**config.mk**
```make
export PLATFORM = sky130hd
export DESIGN_NAME = bcd_to_bin_seq
export DESIGN_NICKNAME = d
export VERILOG_FILES = /design/src/rtl/bcd_to_bin_seq_pkg.sv /design/src/rtl/bcd_to_bin_seq_sub3_if_gte8.sv /design/src/rtl/bcd_to_bin_seq.sv
export SDC_FILE = /design/constraint.sdc
export NUM_CORES = 1
export LEC_CHECK = 0
export BUFFER_PORTS_ARGS = -buffer_cell sky130_fd_sc_hd__buf_2
export CAP_MARGIN = 10
export CORE_UTILIZATION = 40
export DETAILED_ROUTE_END_ITERATION = 7
export PLACE_DENSITY = 0.56
export SYNTH_ARGS = -nofsm -noshare
export SYNTH_HDL_FRONTEND = slang
export SYNTH_HIERARCHICAL = 1
export SYNTH_SLANG_ARGS = --single-unit
```
**constraint.sdc**
```tcl
create_clock -name clk -period 2.7 [get_ports clk]
set_input_delay 0.27 -clock clk [delete_from_list [all_inputs] [get_ports clk]]
set_output_delay 0.27 -clock clk [all_outputs]
set_load 0.01 [all_outputs]
```
**src/rtl/bcd_to_bin_seq_pkg.sv**
```systemverilog
// Shared constants and state encoding for the
// iterative BCD-to-binary converter.
package bcd_to_bin_seq_pkg;

  localparam int DIG_W       = 4;
  localparam int MAX_DIGIT   = 9;
  localparam int CORR_THRESH = 8;
  localparam int CORR_AMT    = 3;

  typedef enum logic [1:0] {
    ST_IDLE  = 2'd0,
    ST_SHIFT = 2'd1,
    ST_DONE  = 2'd2
  } state_t;

  function automatic logic digit_gt9(
    input logic [DIG_W-1:0] d
  );
    return d > DIG_W'(MAX_DIGIT);
  endfunction

endpackage

```
**src/rtl/bcd_to_bin_seq_sub3_if_gte8.sv**
```systemverilog
// Reverse double-dabble digit cell: subtract 3
// from a BCD digit that has reached 8 after a shift.
module sub3_if_gte8
  import bcd_to_bin_seq_pkg::*;
(
  input  logic [DIG_W-1:0] i_d,
  output logic [DIG_W-1:0] o_d
);

  logic w_gte;

  assign w_gte = i_d >= DIG_W'(CORR_THRESH);
  assign o_d   = w_gte ? i_d - DIG_W'(CORR_AMT)
                       : i_d;

endmodule

```
**src/rtl/bcd_to_bin_seq.sv**
```systemverilog
// Iterative BCD-to-binary converter using reverse
// double dabble, one shift per clock, start/done handshake.
module bcd_to_bin_seq
  import bcd_to_bin_seq_pkg::*;
#(
  parameter int DIGITS = 3,
  parameter int BIN_W  = 10
) (
  input  logic                  clk,
  input  logic                  rst,
  input  logic                  start,
  input  logic [4*DIGITS-1:0]   bcd_in,
  output logic [BIN_W-1:0]      bin_out,
  output logic                  done,
  output logic                  busy,
  output logic                  err
);

  localparam int BCD_W = DIG_W * DIGITS;
  localparam int CNT_W = (BIN_W > 1) ? $clog2(BIN_W) : 1;
  localparam logic [CNT_W-1:0] CNT_LAST = CNT_W'(BIN_W - 1);

  function automatic logic has_bad_digit(
    input logic [BCD_W-1:0] v
  );
    logic bad;
    bad = 1'b0;
    for (int i = 0; i < DIGITS; i++) begin
      bad = bad | digit_gt9(v[i*DIG_W +: DIG_W]);
    end
    return bad;
  endfunction

  state_t r_state;
  state_t w_next;

  logic [BCD_W-1:0] r_bcd;
  logic [BIN_W-1:0] r_acc;
  logic [CNT_W-1:0] r_cnt;
  logic [BIN_W-1:0] r_bin;
  logic             r_err;

  logic [BCD_W-1:0] w_bcd_sh;
  logic [BCD_W-1:0] w_bcd_fix;
  logic [BIN_W-1:0] w_acc_sh;
  logic             w_bad;
  logic             w_accept;
  logic             w_shift;
  logic             w_last;

  // Bit leaving the BCD side enters the binary MSB.
  assign w_bcd_sh = {1'b0, r_bcd[BCD_W-1:1]};
  assign w_acc_sh = {r_bcd[0], r_acc[BIN_W-1:1]};

  for (genvar g = 0; g < DIGITS; g++) begin : g_corr
    sub3_if_gte8 u_corr (
      .i_d (w_bcd_sh[g*DIG_W +: DIG_W]),
      .o_d (w_bcd_fix[g*DIG_W +: DIG_W])
    );
  end

  assign w_bad    = has_bad_digit(bcd_in);
  assign w_accept = (r_state == ST_IDLE) && start;
  assign w_shift  = (r_state == ST_SHIFT);
  assign w_last   = w_shift && (r_cnt == CNT_LAST);

  always_ff @(posedge clk) begin
    if (rst) begin
      r_state <= ST_IDLE;
    end else begin
      r_state <= w_next;
    end
  end

  always_comb begin
    w_next = r_state;
    unique case (r_state)
      ST_IDLE: begin
        if (start) begin
          w_next = w_bad ? ST_DONE : ST_SHIFT;
        end
      end
      ST_SHIFT: begin
        if (w_last) begin
          w_next = ST_DONE;
        end
      end
      ST_DONE: begin
        w_next = ST_IDLE;
      end
      default: begin
        w_next = ST_IDLE;
      end
    endcase
  end

  always_ff @(posedge clk) begin
    if (rst) begin
      r_bcd <= '0;
      r_acc <= '0;
      r_cnt <= '0;
      r_bin <= '0;
      r_err <= 1'b0;
    end else if (w_accept) begin
      r_bcd <= bcd_in;
      r_acc <= '0;
      r_cnt <= '0;
      r_err <= w_bad;
      if (w_bad) begin
        r_bin <= '0;
      end
    end else if (w_shift) begin
      r_bcd <= w_bcd_fix;
      r_acc <= w_acc_sh;
      r_cnt <= r_cnt + CNT_W'(1);
      if (w_last) begin
        r_bin <= w_acc_sh;
      end
    end
  end

  assign bin_out = r_bin;
  assign err     = r_err;
  assign done    = (r_state == ST_DONE);
  assign busy    = (r_state != ST_IDLE);

endmodule

```
# Word level (Yosys, flattened, before mapping)
# Cells that the tools add are included.
# word_totals
ff_bits	39
latch_bits	0
ramBits	0
mem_bits_ro	0
output_inout_bits	13
mem_count	0
# op_classes
add_sub_neg	4
n_mul	0
div_mod_pow	0
n_lt_le_gt_ge	6
eq_ne	6
shift	0
n_mux	13
bitwise	2
reduce_logical	9
# ops
operator	n
$mux W10	4
$mux W12	2
$gt A4 B4 Y1 const B	3
$mux W4	3
$ge A4 B4 Y1 const B	2
$sub A4 B2 Y4 const B	2
$mux W2	3
$reduce_bool A2 Y1	3
$add A4 B1 Y4 const B	1
$eq A4 B4 Y1 const B	1
$ge A3 B4 Y1 const B	1
$ne A2 B2 Y1 const B	2
$pmux W2 S2	1
$sub A3 B2 Y4 const B	1
$reduce_and A3 Y1	1
$eq A2 B1 Y1 const B	1
$eq A2 B2 Y1 const B	1
$logic_and A1 B1 Y1	2
$logic_not A2 Y1	1
$ne A2 B1 Y1 const B	1
$or A1 B1 Y1	2
$reduce_and A2 Y1	1
$reduce_or A2 Y1	1

# Logic depth before layout (Yosys ltp)
# logic_depth
word_depth	6
mapped_depth	7
ltp_nobuf	7

# Cells and area by module
# The synthesis kept the hierarchy.
# by_module_without_submodules
module	n_inst	cells_per_inst	area_each_um2	seq_area_each_um2
bcd_to_bin_seq	1	216	1870.5	760.7
sub3_if_gte8	3	11	76.3	0.0

# Least setup slack after synthesis
# No wires, ideal clock.
# synth_timing
kind	register to register
startpoint	reg r_cnt[1]
endpoint	reg r_bin[5], in the netlist bin_out[5]
setup_time_ns	0.096
arrival_time_ns	1.274
slack_ns	1.330
path_stages_with_launch	7
path_buffers	1
synth_period_minus_slack_ns	1.370
cell_sequence	dfxtp_1 -> inv_1 -> ha_1 -> and3b_1 -> and2_1 -> buf_6 -> o41ai_2
# synth_via
elab_chain_len	4
# synth_lines
element	line	text
from (decl)	bcd_to_bin_seq.sv:39	logic [CNT_W-1:0] r_cnt;
from (signal assigned)	bcd_to_bin_seq.sv:115	r_cnt <= r_cnt + CNT_W'(1);
$eq A4 B4 Y1	bcd_to_bin_seq.sv:65	assign w_last = w_shift && (r_cnt == CNT_LAST);
$logic_and A1 B1 Y1	bcd_to_bin_seq.sv:65	
$reduce_bool A2 Y1 (no line)	n/a	
$reduce_and A3 Y1 (no line)	n/a	
to (signal assigned)	bcd_to_bin_seq.sv:117	r_bin <= w_acc_sh;
to (decl)	bcd_to_bin_seq.sv:40	logic [BIN_W-1:0] r_bin;
# No other way between the ends.
# A chain may end at the register's enable or synchronous reset.

# Worst setup path in the final report
# layout_timing
startpoint	reg r_state[0]
endpoint	reg r_cnt[3]
# layout_via
elab_chain_len	3
elab_cells_between_ends	4
classes_between	eq/ne: 1; reduce/logical: 3
# layout_lines
element	line	text
from (decl)	bcd_to_bin_seq.sv:34	state_t r_state;
from (signal assigned)	bcd_to_bin_seq.sv:71	r_state <= w_next;
$logic_not A2 Y1	bcd_to_bin_seq.sv:63	assign w_accept = (r_state == ST_IDLE) && start;
$logic_and A1 B1 Y1	bcd_to_bin_seq.sv:63	
$reduce_or A2 Y1 (no line)	n/a	
# Several ways; a longest one is shown, not always the timed one.

==> out/summary.txt <==
status = finished, final reports clean
Worst Path Arrival = 2060 ps
Internal = 1.039 mW
crit path time final = 1905 ps
fraction of registers with async set/reset = 0%
Gate power share = 13.1%
Seq/Total Area, Yosys = 36.23%
Psw = 0.3497 mW
TritonCTS Buffers = 5
Final HPWL DP = 2790 um
skew final = 13.13 ps
vias per cell = 4.968
layout cell share with drive strength beyond 1 = 22.99%
row count = 26
Clock Tree Buf Depth = 2
Setup Buffers After CTS = 0
P&R area growth vs syn = 15.14%
Clock Latency Late Sink = 300 ps
P per Cell Area = 574.3 mW/mm2
slowest cell on the critical path = dfxtp_1
CP Max Fanout = 27
max-slew violations = 0
global-route congestion overflow total = 0
antenna violations before repair = 0
Synth cell types = 35
Synth Flop Type = dfxtp_1
fillcell total = 521
Synth Cell Area = 0.002100 mm2
Fin Setup TNS = 0 ps
Yosys top cell area share = 36.23%
DR vias = 1709
H-tree lvl count = 2
setup violators final = 0
# port buffers = 27
largest net degree at the start of global routing = 28
1st-pass router iterations = 4
Syn Inst Count = 249
worst path required time = 2860 ps
WP buf/inv = 1
Synth area leader = dfxtp_1
final RePlAce weighted congestion = 0.7146
Finished Layout Cells = 344
part of the power in the clock network = 42.1%
vias in the first global route = 1460
Achievable Freq = 525.1 MHz
io pins = 28
CTS tree = built
Die X = 74.45 um
critical-path cell list = nand2b_1 > buf_4 > o21ai_0 > a21oi_1
Fin. Hold Viols = 0
sw frac = 25.19%
Routed Antenna Nets = 0
Max transition margin = 44.44%
fin nets = 296
CP startpoint kind = flop
global-route wire length before repair = 6699 um
Syn. warnings = 6
Final period util = 70.54%
Worst setup EP type = flop
initial detailed-routing violation count = 104
# resized after CTS = 0
clock sink count = 38
ant diodes = 0
drt drc = 0
Setup CP Type = flop to flop
Syn Area/Cell = 8.432 um2
sequential power share = 44.8%
RSZ-0062 raised after global routing = false
Core Area = 0.005075 mm2
dpl cells = 336
Hold Crit Class = input pin to flop
Static Leak = 0.9779 nW
CTS root buffer = clkbuf_8
GRT Total Usage = 15.90%
Initial Utilization = 41.37%
synth top area cells = dfxtp_1 36%, a21oi_1 7.9%, o41ai_2 7.7%, ha_1 4.8%, nand4b_1 4.2%
full die area = 0.005543 mm2
Routed WL per cell = 12.03 um
CP delay by family, top = flip-flops
synthesis-stage register bit count = 38
hold_buf cts = 0
clock slew at reported path FFs = 80 ps
final wirelength = 4139 um
CP peak stage delay = 870 ps
Least-Margin Pin Slew = 832.3 ps
Max-Cap Viols = 0
VDD IR max = 292.3 uV
Post-synth EDFFs = 0
die height = 74.45 um
## per-layer routing
| layer | vias to the layer above | global-route usage, % | wire, um |
|---|---|---|---|
| met5 | - | 0 | 0 |
| met4 | 0 | 5.660 | 41 |
| met3 | 4 | 4.472 | 134 |
| met2 | 23 | 25.03 | 1818 |
| met1 | 790 | 20.80 | 2144 |
| li1 | 892 | - | - |
## synthesized netlist by cell type (all sizes together) (2+ instances only)
cell    instances
nand2          23
dfxtp          38
nor2           21
o221a           6
o41ai          10
a21oi          33
inv            23
nor3            6
nand4b         10
or3b            7
o21ai           7
xor2            4
buf            12
nor2b           6
clkbuf          6
xnor2           4
ha              8
nand2b         12
a211oi          2
## kinds of logic after synthesis
group / share of synthesized area, %
buffers and inverters: 8.283
flip-flops: 36.23
AND/OR/NAND/NOR: 24.08
AO/OA/AOI/OAI: 23.12
other: 0.1786
XOR/XNOR: 3.337
adder cells (fa/ha/maj): 4.768
## sequential cells by signal, indices dropped and copies added (netlist names)
signal and flops:
r_state 2, bin_out 10, r_bcd 12, r_cnt 4
r_acc 9, err 1
## final timing paths
kind / start / endpoint / slack, ps / depth (start not counted)
setup / recovery: r_state[0] / r_cnt[3] / 800 / 4
hold / removal: bcd_in[8] / r_bcd[8] / 410 / 4
setup reg to reg: r_state[0] / r_cnt[3] / 800 / 4
hold reg to reg: r_acc[4] / r_acc[3] / 460 / 2
## power groups by stage
stage                     clock (mW)  combinational [mW]  sequential [mW]
after floorplan                    0               0.149            0.621
after global placement             0               0.181            0.636
after detailed placement           0               0.183            0.635
after CTS                      0.601               0.184            0.622
after global routing           0.618               0.205            0.628
final                          0.584               0.182            0.622
## area by class of cell
class                           count  area, um2  area share (%)
Clock buffer                        5      68.82           2.847
Clock inverter                      3      68.82           2.847
Multi-Input combinational cell    174       1180           48.81
Inverter                           23      86.33           3.571
Timing Repair Buffer               31      165.2           6.832
Sequential cell                    38      760.7           31.47
Tap cell                           70      87.58           3.623
## through the flow
step | area, um2 | util [%] | setup WS (ps) | hold slack [ps] | power, mW
floorplan | 2115 | - | 1330 | 436.3 | 0.7699
CTS | 2417 | 47.63 | 795.8 | 401.9 | 1.407
detailed placement | 2280 | 44.92 | 800.4 | 453.7 | 0.8184
global placement | 2280 | 44.92 | 833.0 | 458.1 | 0.8168
global route | 2417 | 47.63 | 587.6 | 423.1 | 1.450
finish | 2417 | 47.63 | 795.4 | 405.8 | 1.388
## cells in the final DEF, fill, tap and decap left out
master and instances:
dfxtp_1 38, a21oi_1 33, buf_2 27, inv_1 23, nand2_1 23, nor2_1 21, nand2b_1 12, nand4b_1 10
o41ai_2 10, ha_1 8, nor2b_1 6, o221a_2 6, o21ai_0 6, nor3_1 6, clkbuf_8 5, conb_1 5
xor2_1 4, xnor2_1 4, or3b_2 4, buf_4 4, a211oi_1 2, or3b_1 2, bufinv_16 2, or2_2 1
or3b_4 1, and3b_1 1, o21ai_1 1, a31o_1 1, nand3_1 1, or3_1 1, and2_1 1, a31oi_4 1
nand4_1 1, nand3b_1 1, o21ba_2 1, clkinv_4 1
## tightest hold or removal path, cell delays in order
cell and delay (ps):
buf_2 70, or3b_2 100, a21oi_1 60, nor3_1 160
Note: power is estimated with default switching activity, not from simulation.
